==> src/rtl/ebpc_decoder_merge.sv <==
// EBPC decoder merge stage: interleaves zero words and BPC-decoded nonzero words into one
// output stream, then drains the BPC padding that completes the final partial block.
package ebpc_pkg;
    localparam int DATA_W     = 8;
    localparam int BLOCK_SIZE = 8;
endpackage

module ebpc_decoder_merge #(
    parameter int DATA_W     = ebpc_pkg::DATA_W,
    parameter int BLOCK_SIZE = ebpc_pkg::BLOCK_SIZE
) (
    input  logic              clk_i,
    input  logic              rst_i,
    input  logic              flag_i,
    input  logic              flag_last_i,
    input  logic              flag_vld_i,
    output logic              flag_rdy_o,
    input  logic [DATA_W-1:0] bpc_data_i,
    input  logic              bpc_vld_i,
    output logic              bpc_rdy_o,
    output logic [DATA_W-1:0] data_o,
    output logic              last_o,
    output logic              vld_o,
    input  logic              rdy_i,
    output logic              idle_o,
    output logic              err_o
);

    localparam int CNT_W = (BLOCK_SIZE > 1) ? $clog2(BLOCK_SIZE) : 1;

    typedef enum logic {RUN, DRAIN} state_t;

    state_t             state;
    logic [CNT_W-1:0]   blk_cnt;
    logic [DATA_W-1:0]  data_q;
    logic               last_q;
    logic               vld_q;
    logic               err_q;

    logic               out_free;
    logic               flag_fire;
    logic               bpc_fire;
    logic               pad_fire;
    logic               nz_fire;
    logic [CNT_W-1:0]   cnt_inc;
    logic [CNT_W-1:0]   cnt_next;

    // A nonzero flag is only accepted together with its BPC value, so both
    // ready signals wait on the other stream's valid in RUN.
    always_comb begin
        out_free   = !vld_q || rdy_i;
        flag_rdy_o = 1'b0;
        bpc_rdy_o  = 1'b0;
        if (!rst_i) begin
            if (state == RUN) begin
                flag_rdy_o = out_free && (!flag_i || bpc_vld_i);
                bpc_rdy_o  = out_free && flag_vld_i && flag_i;
            end else begin
                bpc_rdy_o  = 1'b1;
            end
        end
    end

    assign flag_fire = flag_vld_i && flag_rdy_o;
    assign bpc_fire  = bpc_vld_i && bpc_rdy_o;
    assign nz_fire   = flag_fire && flag_i;
    assign pad_fire  = (state == DRAIN) && bpc_fire;
    assign cnt_inc   = blk_cnt + CNT_W'(1);
    assign cnt_next  = flag_i ? cnt_inc : blk_cnt;

    always_ff @(posedge clk_i) begin
        if (rst_i) begin
            state   <= RUN;
            blk_cnt <= '0;
            data_q  <= '0;
            last_q  <= 1'b0;
            vld_q   <= 1'b0;
            err_q   <= 1'b0;
        end else begin
            err_q <= pad_fire && (bpc_data_i != '0);

            if (flag_fire) begin
                data_q <= flag_i ? bpc_data_i : '0;
                last_q <= flag_last_i;
                vld_q  <= 1'b1;
            end else if (rdy_i) begin
                vld_q  <= 1'b0;
            end

            if (nz_fire || pad_fire) begin
                blk_cnt <= cnt_inc;
            end

            // End of stream mid-block leaves padding values queued in the BPC stream.
            case (state)
                RUN: begin
                    if (flag_fire && flag_last_i && (cnt_next != '0)) begin
                        state <= DRAIN;
                    end
                end
                DRAIN: begin
                    if (pad_fire && (cnt_inc == '0)) begin
                        state <= RUN;
                    end
                end
                default: state <= RUN;
            endcase
        end
    end

    assign data_o = data_q;
    assign last_o = last_q;
    assign vld_o  = vld_q;
    assign err_o  = err_q;
    assign idle_o = (state == RUN) && !vld_q && (blk_cnt == '0);

    property p_hold_stable;
        @(posedge clk_i) disable iff (rst_i)
        (vld_o && !rdy_i) |=> (vld_o && $stable(data_o) && $stable(last_o));
    endproperty
    assert property (p_hold_stable);

endmodule

==> config.mk <==
export PLATFORM = sky130hd
export DESIGN_NAME = ebpc_decoder_merge
export DESIGN_NICKNAME = d
export VERILOG_FILES = /design/src/rtl/ebpc_decoder_merge.sv
export SDC_FILE = /design/constraint.sdc
export NUM_CORES = 1
export LEC_CHECK = 0
export CAP_MARGIN = 10
export CORE_MARGIN = 2
export CORE_UTILIZATION = 37
export DETAILED_ROUTE_END_ITERATION = 6
export MAX_ROUTING_LAYER = met4
export PLACE_DENSITY_LB_ADDON = 0.08
export SLEW_MARGIN = 25
export SYNTH_ARGS = -nofsm -noshare
export SYNTH_HDL_FRONTEND = slang
export SYNTH_SLANG_ARGS = --single-unit
==> constraint.sdc <==
create_clock -name clk_i -period 1.4 [get_ports clk_i]
set_input_delay 0.28 -clock clk_i [delete_from_list [all_inputs] [get_ports clk_i]]
set_output_delay 0.28 -clock clk_i [all_outputs]
set_load 0.01 [all_outputs]
==> run summary, run 1 <==
The routed design has 1741 um of wire. The min-delay analysis places its worst path in the category in -> reg. TritonCTS built the clock tree. The headroom to the max-slew limit came out at 78.56%. The reg2reg setup slack came out at -0.01 ns. The post-CTS setup buffer count is 0. The first-iteration detailed-routing DRC count is 18. The final routed wire length divided by cell count is 11.92 um. In the post-route analysis, the smallest setup slack over all paths is -0.01150 ns. The cell area after layout is 1150 um^2. The number of DRC violations after detailed routing is 0.

Traced cell by cell, the critical path runs through inv_1 -> ha_4 -> nor4b_4 -> buf_2. In this run the standard cell core region covers 1745 um^2. The via count of the first global-routing pass came out at 637. The remaining antenna violation count came out at 0. The final critical-path share of the clock period is 100.8%. The post-synthesis cell area came out at 700.7 um^2. The chip width came out at 47.52 um. The largest incremental delay on the critical path came out at 0.32 ns. The maximum number of pins on one net before global-route repair came out at 11. Sequential elements use 42.86% of the synthesized area.

The worst voltage drop across the vdd grid is 0.0004973 V. The number of sinks handled by clock tree synthesis came out at 15. Setup repair after global routing could not meet its margin everywhere. The highest-delay cell along the critical path is sky130_fd_sc_hd__dfxtp_1. The final max-slew violation count is 0.

The clock latency of the later-clocked register in the worst-skew pair came out at 0.28 ns. The count of input and output buffers is 28. The HPWL after detailed placement is 1352 um. The highest fanout seen on the critical path is 2. The routed layout has 702 vias. The signal arrival time at the worst endpoint is 1.13 ns. The count of filler cells inserted in the layout is 165. For the finished layout, the period the worst path requires is 1.411 ns. Before antenna repair, the detailed router went through 4 iterations. Clock tree synthesis selected as its root buffer the cell sky130_fd_sc_hd__clkbuf_4. The leakage dissipation is 0.5456 nW. The number of nets in the finished design came out at 140. The number of nets produced by synthesis is 96. The completed layout was analyzed and its total power is 0.8781 mW.

The first global-routing pass estimated 2697 um of wire. The row count is 15. The total routing usage reported by global routing is 17.85%. CTS built an H-tree with a depth of 1. The instance area at placement is 1106 um^2. The run finished, with violations left. The worst clock skew came out at 0.002384 ns. From synthesis to final layout, the design area changed by 64.11%. The clock-pin transition on the worst setup and hold timing paths came out at 0.09 ns. For this design the ratio of total power to cell area is 763.6 nW/um^2. The maximum clock frequency came out at 708.5 MHz. The count of distinct cell types in the synthesized netlist came out at 27. For the worst setup path, the data required time is 1.12 ns.

The number of antenna violations at the first check in global routing is 0. The slew at the pin closest to its max-slew limit came out at 0.3175 ns. The die area is 2258 um^2. The total grt overflow is 0. The number of cells produced by synthesis is 78. The global placer's final weighted congestion came out at 0.8844. The count of warnings emitted by yosys is 0. The count of inserted antenna diode cells came out at 0. The initial core utilization came out at 40.14%. Dividing the detail-routed via count by the number of cells gives 4.808. The deepest clock path buffer count is 2.

The worst setup path is launched from a register. The checks that failed: setup timing. The fraction of layout instances using a drive strength above 1 came out at 26.45%.

The number of synthesized register bits came out at 15. STA classifies the critical path endpoint as an output pin. The tool flagged a number of max-cap violations equal to 0.

Setup violations remaining at the end of the flow were counted as 3. The vertical die dimension came out at 47.52 um. The number of clock buffers inserted by TritonCTS is 3. 29 I/O pins were placed. The kind of critical path is reg -> out.

After routing, the total negative slack on setup checks comes to -0.01793 ns. The synthesized area per cell is 8.983 um^2. The hold violation total from the final report came out at 0.
registers in the layout, indices dropped and copies added (netlist names):
| register | count |
|---|---|
| blk_cnt | 3 |
| data_o | 8 |
| err_o | 1 |
| last_o | 1 |
| state | 1 |
| vld_o | 1 |
through the flow:
stage	worst slack (ns)	hold slack, ns	utilization (%)	instances
finish	-0.01150	0.4266	65.88	146
global route	-0.09203	0.4403	65.88	146
CTS	-0.06827	0.4196	64.37	146
detailed placement	-0.5017	0.4956	63.37	142
global placement	-0.4896	0.4785	63.37	142
floorplan	0.09778	0.3961	-	78
power breakdown:
group          leakage, nW  total (mW)  internal (mW)  switching, mW
registers            0.123       0.447          0.438        0.00939
clock network       0.0150       0.246          0.111          0.136
logic                0.407       0.184          0.105         0.0797
synth_stat cells:
cell type	n	area share [%]
sky130_fd_sc_hd__o41ai_1	2	2.5
sky130_fd_sc_hd__nor2b_1	1	0.89
sky130_fd_sc_hd__dfxtp_1	15	43
sky130_fd_sc_hd__ha_1	3	5.4
sky130_fd_sc_hd__buf_1	1	0.54
sky130_fd_sc_hd__xor2_1	1	1.3
sky130_fd_sc_hd__nand2_1	4	2.1
sky130_fd_sc_hd__nor4b_1	1	1.3
sky130_fd_sc_hd__nand2b_4	1	2.0
sky130_fd_sc_hd__and4bb_1	1	1.8
sky130_fd_sc_hd__inv_1	5	2.7
sky130_fd_sc_hd__a31oi_2	1	1.8
sky130_fd_sc_hd__nor4_1	2	1.8
sky130_fd_sc_hd__nor3_1	1	0.71
sky130_fd_sc_hd__a21oi_1	3	2.1
sky130_fd_sc_hd__o31ai_1	1	1.1
sky130_fd_sc_hd__mux2_1	1	1.6
sky130_fd_sc_hd__or4_1	1	1.1
sky130_fd_sc_hd__nor2_2	1	0.89
sky130_fd_sc_hd__nand4_1	1	0.89
sky130_fd_sc_hd__a22oi_1	8	8.6
sky130_fd_sc_hd__mux2i_1	2	2.9
sky130_fd_sc_hd__nor2_1	13	7.0
sky130_fd_sc_hd__o21ai_0	1	0.71
sky130_fd_sc_hd__and3_1	1	0.89
sky130_fd_sc_hd__buf_2	3	2.1
sky130_fd_sc_hd__nand2b_1	3	2.7
cell families (layout without fill, tap and decap cells):
| kind of cell | Yosys count | after routing | share of synthesized area, % |
|---|---|---|---|
| DFF | 15 | 15 | 42.86 |
| muxes | 3 | 3 | 4.464 |
| xor gates and xnor gates | 1 | 1 | 1.250 |
| AOI/OAI and AO/OA | 16 | 16 | 16.79 |
| and+or+nand+nor | 31 | 31 | 23.93 |
| buffers and inverters | 9 | 52 | 5.356 |
| adders and majority gates | 3 | 3 | 5.358 |
worst max-delay path, delay by kind of cell (launching register included):
| family | cells | cell delay [ns] |
|---|---|---|
| flip-flops | 1 | 0.32 |
| buffers and inverters | 2 | 0.24 |
| AND/OR/NAND/NOR | 1 | 0.16 |
| adder cells (fa/ha/maj) | 1 | 0.12 |
cells in the final DEF, fill, tap and decap left out, types with 2 or more instances in the layout:
master                             n
sky130_fd_sc_hd__buf_4            15
sky130_fd_sc_hd__clkdlybuf4s50_1   9
sky130_fd_sc_hd__o41ai_1           2
sky130_fd_sc_hd__nand2b_1          2
sky130_fd_sc_hd__mux2i_1           2
sky130_fd_sc_hd__inv_1             4
sky130_fd_sc_hd__nor2_1           13
sky130_fd_sc_hd__clkbuf_4          3
sky130_fd_sc_hd__dfxtp_2           2
sky130_fd_sc_hd__nand2b_4          2
sky130_fd_sc_hd__dlygate4sd2_1    16
sky130_fd_sc_hd__buf_2             3
sky130_fd_sc_hd__dfxtp_1          12
sky130_fd_sc_hd__nand2_1           4
sky130_fd_sc_hd__a22oi_1           8
sky130_fd_sc_hd__nor4_1            2
sky130_fd_sc_hd__a21oi_1           3
timing repair:
item | in CTS | in global routing
pin swaps | 2 | 3
resized for setup | 34 | 7
hold buffers | 0 | 0
endpoints found under the setup margin | 23 | 9
layout make-up:
class	instances	area, um^2	area share, %
Inverter	5	18.77	1.632
Sequential cell	15	306.5	26.66
Tap cell	25	31.28	2.720
Clock buffer	4	26.28	2.285
Timing Repair Buffer	43	357.8	31.12
Multi-Input combinational cell	54	409.1	35.58
path summary, 6_finish.rpt:
kind / start / to / cells after the start
worst max-delay path: blk_cnt[1]$_SDFFE_PP0P_ / idle_o / 4
worst min-delay path: rdy_i / vld_o$_SDFFE_PP0P_ / 3
worst max register to register: blk_cnt[0]$_SDFFE_PP0P_ / blk_cnt[2]$_SDFFE_PP0P_ / 5
worst min register to register: data_o[2]$_SDFFE_PP0N_ / data_o[2]$_SDFFE_PP0N_ / 2
layer usage:
metal  vias up  routed length, um  GRT usage [%]
li1        364                  -              -
met1       317                819          20.68
met2        19                837          28.65
met3         2                 70          3.396
met4         0                 13          10.00
met5         -                  0              -
(Power assumes the default switching activity.)
==> inputs of run 2 (changes only) <==
HOLD_SLACK_MARGIN = 0.12   (was default)
PLACE_DENSITY = 0.82   (was default)
PLACE_DENSITY_LB_ADDON = default   (was 0.08)
==> run summary, run 2 (same netlist as run 1, synthesis figures left out) <==
The power density normalized to cell area came out at 753.6 nW/um^2 (-1.3%). The startpoint of the most critical hold path is last_o$_SDFFE_PP0N_. The die area came out at 2258 um^2 (unchanged). The count of vias placed by the detailed router was 726 (+3.4%). The startpoint identified for the worst register-to-register timing path is blk_cnt[0]$_SDFFE_PP0P_. The deepest clock path buffer count is 2 (unchanged). The HPWL after detailed placement was 1431 um (+5.8%).

The number of DRC violations after detailed routing is 0 (unchanged). The worst register-to-register path ends at blk_cnt[2]$_SDFFE_PP0P_. The synthesis-to-layout area growth came out at 65.71%. Setup repair after global routing could not meet its margin everywhere. The first-pass iteration count of the detailed router was 4 (unchanged). Leaving out fill and tap cells, the most frequent cells in the layout are 16 x sky130_fd_sc_hd__dlygate4sd2_1, 14 x sky130_fd_sc_hd__buf_4, 13 x sky130_fd_sc_hd__nor2_1. The deepest level of the CTS H-tree came out at 1 (unchanged). The via count of the first global-routing pass is 699 (+9.7%). The final routed wire length divided by cell count is 12.79 um (+7.2%).

The number of cell instances on the worst register-to-register path came out at 5 (unchanged). The leakage dissipation is 0.5423 nW (-0.59%). The placeable core region came out at 1745 um^2 (unchanged). The final wirelength is 1854 um (+6.5%). The highest fanout seen on the critical path came out at 2 (unchanged). The row count is 15 (unchanged).

The final setup TNS came out at -0.02100 ns (-0.003067 ns). In this run the worst hold path is classified as reg -> reg. The hold violation total from the final report is 0 (unchanged). The final max-slew violation count is 0 (unchanged). The number of hold buffers added after cts was 0 (unchanged). The global placer's final weighted congestion was 0.8720 (-1.4%). By startpoint and endpoint, the worst setup path is classified as reg -> out.

The I/O pin total came out at 29 (unchanged). The vertical die dimension came out at 47.52 um (unchanged). The worst voltage drop across the vdd grid is 0.0005225 V (+5.1%).

The clock period minus final worst setup slack was 1.421 ns (+0.009501 ns). The maximum clock frequency is 703.7 MHz (-0.67%). The checks that failed: setup timing. The count of input and output buffers is 28 (unchanged). The cell at the root of the clock tree is sky130_fd_sc_hd__clkbuf_4. The headroom to the max-slew limit is 74.69% (-3.9 points). The number of maximum-capacitance constraint violations came out at 0 (unchanged). The chip width is 47.52 um (unchanged).

The final worst-path setup slack came out at -0.02100 ns (-0.009501 ns). The number of vias per cell after detailed routing came to 5.007 (+4.1%). The total grt overflow came out at 0 (unchanged). The slew at the pin closest to its max-slew limit is 0.3748 ns (+0.05730 ns).

For hold timing, the worst endpoint is last_o$_SDFFE_PP0N_. The flip-flop count of the largest register after layout is 8 (unchanged). The remaining antenna violation count is 0 (unchanged). The worst clock skew came out at 0.0003014 ns (-0.002082 ns). The signal arrival time at the worst endpoint is 1.14 ns (about the same). The first-pass GRT wire length is 2877 um (+6.7%). The total power draw came out at 0.8750 mW (-0.35%).

The number of nets in the finished design came out at 139 (-0.71%). The final critical-path share of the clock period was 101.5% (+0.68 points). The final count of negative-setup-slack endpoints is 1 (-2). The fraction of layout instances using a drive strength above 1 came out at 27.50% (+1.1 points).

The initial core utilization came to 40.14% (unchanged). The worst setup path is captured at an output pin. The number of sinks handled by clock tree synthesis is 15 (unchanged).

The reg2reg setup slack is 0.06 ns (+0.07 ns). The category of the worst setup path launch point is a register. The first-iteration detailed-routing DRC count came out at 12 (-6). The number of cells on the worst hold path came out at 2 (-1). The most common cell after layout, fill and taps aside is sky130_fd_sc_hd__dlygate4sd2_1. The number of clock buffers inserted by TritonCTS came out at 3 (unchanged).

The clock-pin transition on the worst setup and hold timing paths is 0.08 ns (about the same). The number of antenna violations at the first check in global routing came out at 0 (unchanged). The flow ran to the end, but the final reports show violations. The count of inserted antenna diode cells is 0 (unchanged).

The total routing usage reported by global routing came out at 18.69% (+0.84 points). The critical path data required time is 1.12 ns (about the same). TritonCTS built the clock tree. The clock latency of the later-clocked register in the worst-skew pair is 0.28 ns (about the same).

The maximum number of pins on one net before global-route repair came out at 17 (+6).
-- run 2: layer usage --
layer	vias to the layer above	wire length, um	global-route usage (%)
met2	32	902	32.70
met3	2	169	3.396
met4	0	18	8.333
met5	-	0	-
met1	330	763	20.37
li1	362	-	-
-- run 2: report_power, final --
part           total (mW)  internal [mW]  leakage [nW]  switching (mW)
clock               0.242          0.111        0.0150           0.131
sequential          0.447          0.437         0.124          0.0104
combinational       0.186          0.105         0.403          0.0816
total               0.875          0.652         0.542           0.223
-- run 2: final cells by class --
class	count	area, um^2
inverter	5	18.77
clock buffer	4	26.28
tap	25	31.28
fill	172	584.3
timing repair buffer	42	350.3
multi-input combinational	54	424.2
sequential	15	310.3
-- run 2: worst max path at each step --
stage,depth (start not counted),slack [ns],endpoint,startpoint
2_1_floorplan,4,0.1,blk_cnt[2]$_SDFFE_PP0P_,blk_cnt[0]$_SDFFE_PP0P_
6_report,4,-0.02,idle_o,blk_cnt[0]$_SDFFE_PP0P_
4_1_cts,4,-0.1,idle_o,blk_cnt[0]$_SDFFE_PP0P_
3_5_place_dp,4,-0.53,bpc_rdy_o,flag_i
5_1_grt,4,-0.06,idle_o,blk_cnt[1]$_SDFFE_PP0P_
3_3_place_gp,5,-0.51,bpc_rdy_o,rdy_i
-- run 2: critical path: stages, from the launching register on --
cell,delay (ns)
sky130_fd_sc_hd__dfxtp_2,0.33
sky130_fd_sc_hd__inv_2,0.07
sky130_fd_sc_hd__ha_4,0.12
sky130_fd_sc_hd__nor4b_4,0.18
sky130_fd_sc_hd__buf_2,0.17
-- run 2: repair_timing --
action                                  in CTS  in global routing
pin swaps                                    2                  2
resized for setup                           34                 11
endpoints found under the setup margin      17                 14
setup buffers                                1                  0
-- run 2: stage by stage --
stage / util [%] / hold WS, ns / instances / worst slack, ns / cell area [um^2]
2_1_floorplan: - / 0.3961 / 78 / 0.09778 / 700.7
3_3_place_gp: 62.51 / 0.4785 / 140 / -0.5103 / 1091
3_5_place_dp: 62.51 / 0.4983 / 140 / -0.5288 / 1091
4_1_cts: 64.01 / 0.5136 / 145 / -0.09984 / 1117
5_1_grt: 66.52 / 0.5352 / 145 / -0.05892 / 1161
6_report: 66.52 / 0.5065 / 145 / -0.02100 / 1161
==> inputs of run 3 (changes only) <==
CTS_CLUSTER_SIZE = 30   (was default)
RECOVER_POWER = 100   (was default)
==> run summary, run 3 (same netlist as run 1, synthesis figures left out) <==
The via count of the first global-routing pass came out at 699 (unchanged). The first-pass GRT wire length is 2877 um (unchanged). The final wirelength is 1851 um (-0.16%).

The placement-stage worst setup slack came out at -0.5288 ns (unchanged). The startpoint identified for the worst register-to-register timing path is blk_cnt[0]$_SDFFE_PP0P_. The critical path data required time is 1.12 ns (about the same). The row count is 15 (unchanged). The number of DRC violations after detailed routing came out at 0 (unchanged). The remaining antenna violation count is 0 (unchanged). Signal routing reaches up to met4. The total power draw came out at 0.8733 mW (-0.20%).

The first-iteration detailed-routing DRC count came out at 13 (+1). The count of vias placed by the detailed router is 726 (unchanged). Tracing the worst setup path back leads to its startpoint at blk_cnt[0]$_SDFFE_PP0P_. The vertical die dimension is 47.52 um (unchanged). The placeable core region was 1745 um^2 (unchanged).

The leakage dissipation was 0.5411 nW (-0.22%). The clock latency of the later-clocked register in the worst-skew pair is 0.28 ns (about the same). The maximum clock frequency is 703.7 MHz (about the same).

The final count of negative-setup-slack endpoints was 1 (unchanged). The number of sinks handled by clock tree synthesis is 15 (unchanged). The slew at the pin closest to its max-slew limit is 0.3748 ns (+0.0000001192 ns). The routed wire length on met2 was 900 um (-0.22%). The power density normalized to cell area is 755.4 nW/um^2 (+0.24%). The final critical-path share of the clock period came out at 101.5% (about the same). The total area of sequential cells is 310.3 um^2 (unchanged). The path class of the tightest hold or removal check is reg -> reg. The final routed wire length divided by cell count is 12.77 um (-0.16%). The number of cells on the worst hold path is 2 (unchanged). The I/O pin total is 29 (unchanged).

The final setup TNS came to -0.02106 ns (-0.00005960 ns). The count of inserted antenna diode cells came out at 0 (unchanged). The area used by multi-input combinational logic is 424.2 um^2 (unchanged). The HPWL after detailed placement is 1431 um (unchanged). The flip-flop count of the largest register after layout came out at 8 (unchanged). The critical register-to-register path endpoint is blk_cnt[2]$_SDFFE_PP0P_. The die area came out at 2258 um^2 (unchanged).

The maximum number of pins on one net before global-route repair is 17 (unchanged). The number of clock buffers inserted by TritonCTS is 3 (unchanged). The kind of capture point of the worst setup path is an output pin. The final worst-path setup slack is -0.02106 ns (-0.00005960 ns). The hold violation total from the final report came to 0 (unchanged).

The deepest level of the CTS H-tree came out at 1 (unchanged). The instance area at placement came out at 1091 um^2 (unchanged). Setup repair after global routing could not meet its margin everywhere. The checks that failed: setup timing.

The number of maximum-capacitance constraint violations came to 0 (unchanged). The startpoint of the most critical hold path is last_o$_SDFFE_PP0N_. The amount of wire on met3 after detailed routing came out at 170 um (+0.59%).

The run finished, with violations left. In the layout the commonest cells are 16 x sky130_fd_sc_hd__dlygate4sd2_1, 13 x sky130_fd_sc_hd__nor2_1, 12 x sky130_fd_sc_hd__buf_4. The reg2reg setup slack came out at 0.05 ns (about the same). The number of cell instances on the worst register-to-register path came out at 5 (unchanged). The chip width is 47.52 um (unchanged). The number of antenna violations at the first check in global routing came to 0 (unchanged). The global placer's final weighted congestion was 0.8720 (unchanged).

The clock period minus final worst setup slack is 1.421 ns (+0.00005960 ns). The worst setup path is of the reg -> out kind. The final max-slew violation count is 0 (unchanged). The deepest clock path buffer count is 2 (unchanged). The highest fanout seen on the critical path is 2 (unchanged). The detailed-routing wirelength on met1 is 763 um (unchanged). The first-pass iteration count of the detailed router came out at 4 (unchanged).

The worst clock skew is 0.0003014 ns (unchanged). The total grt overflow came out at 0 (unchanged). For hold timing, the worst endpoint is last_o$_SDFFE_PP0N_. The number of vias per cell after detailed routing came out at 5.007 (unchanged). The initial core utilization came out at 40.14% (unchanged). The clock-pin transition on the worst setup and hold timing paths came out at 0.08 ns (about the same).

The count of filler cells inserted in the layout is 171 (-0.58%). The cell at the root of the clock tree is sky130_fd_sc_hd__clkbuf_4. The total routing usage reported by global routing came to 18.69% (unchanged). The synthesis-to-layout area growth is 65.00%. The TritonCTS clock tree is built. The cell area after layout came out at 1156 um^2 (-0.43%). The final worst hold slack is 0.5065 ns (+0.00002300 ns).

The worst voltage drop across the vdd grid came out at 0.0005224 V (about the same). The signal arrival time at the worst endpoint came out at 1.14 ns (about the same). The worst setup path is launched from a register. The most common cell after layout, fill and taps aside is sky130_fd_sc_hd__dlygate4sd2_1. The number of nets in the finished design is 139 (unchanged). The count of input and output buffers came out at 28 (unchanged). The headroom to the max-slew limit is 74.69% (unchanged). The fraction of layout instances using a drive strength above 1 came out at 27.50% (unchanged).
==> run 3: changes by cell type in the layout (fill, tap and decap cells not counted), sizes merged <==
cell,previous run,this run
clkbuf,4,6
buf,17,15
==> run 3: layer usage <==
metal | vias to the layer above | GRT usage (%)
li1 | 362 | -
met1 | 330 | 20.37
met2 | 32 | 32.70
met3 | 2 | 3.396
met4 | 0 | 8.333
met5 | - | -
==> run 3: final cells by class <==
cell class                 count  area share [%]
clock buffer                   4           2.273
inverter                       5           1.623
multi-input combinational     54           36.69
sequential                    15           26.84
tap                           25           2.706
timing repair buffer          42           29.87
==> run 3: through the flow <==
stage | instances | util (%)
floorplan | 78 | -
global placement | 140 | 62.51
detailed placement | 140 | 62.51
CTS | 145 | 64.01
global route | 145 | 66.24
finish | 145 | 66.24
==> run 3: power breakdown <==
| group | internal, mW | switching (mW) | leakage, nW | total [mW] |
|---|---|---|---|---|
| Combinational | 0.103 | 0.0815 | 0.402 | 0.184 |
| Sequential | 0.437 | 0.0104 | 0.124 | 0.447 |
| Clock | 0.111 | 0.131 | 0.0150 | 0.242 |
==> run 3: repair_timing <==
item                       in CTS  in global routing
gates resized for setup        34                 11
pin swaps                       2                  2
hold buffers                    0                  0
hold endpoints to repair        0                  0
buffers inserted                1                  0
cloned                          0                  0
setup endpoints to repair      17                 14
==> run 3: worst max path at each step <==
stage | end | slack, ns | cells past startpoint
2_1_floorplan | blk_cnt[2]$_SDFFE_PP0P_ | 0.1 | 4
3_3_place_gp | bpc_rdy_o | -0.51 | 5
3_5_place_dp | bpc_rdy_o | -0.53 | 4
4_1_cts | idle_o | -0.1 | 4
5_1_grt | idle_o | -0.06 | 4
6_report | idle_o | -0.02 | 4
==> run 3: worst max-delay path: stages, from the launching register on <==
cell,delay (ns)
sky130_fd_sc_hd__dfxtp_2,0.33
sky130_fd_sc_hd__inv_2,0.07
sky130_fd_sc_hd__ha_4,0.12
sky130_fd_sc_hd__nor4b_4,0.18
sky130_fd_sc_hd__buf_2,0.17
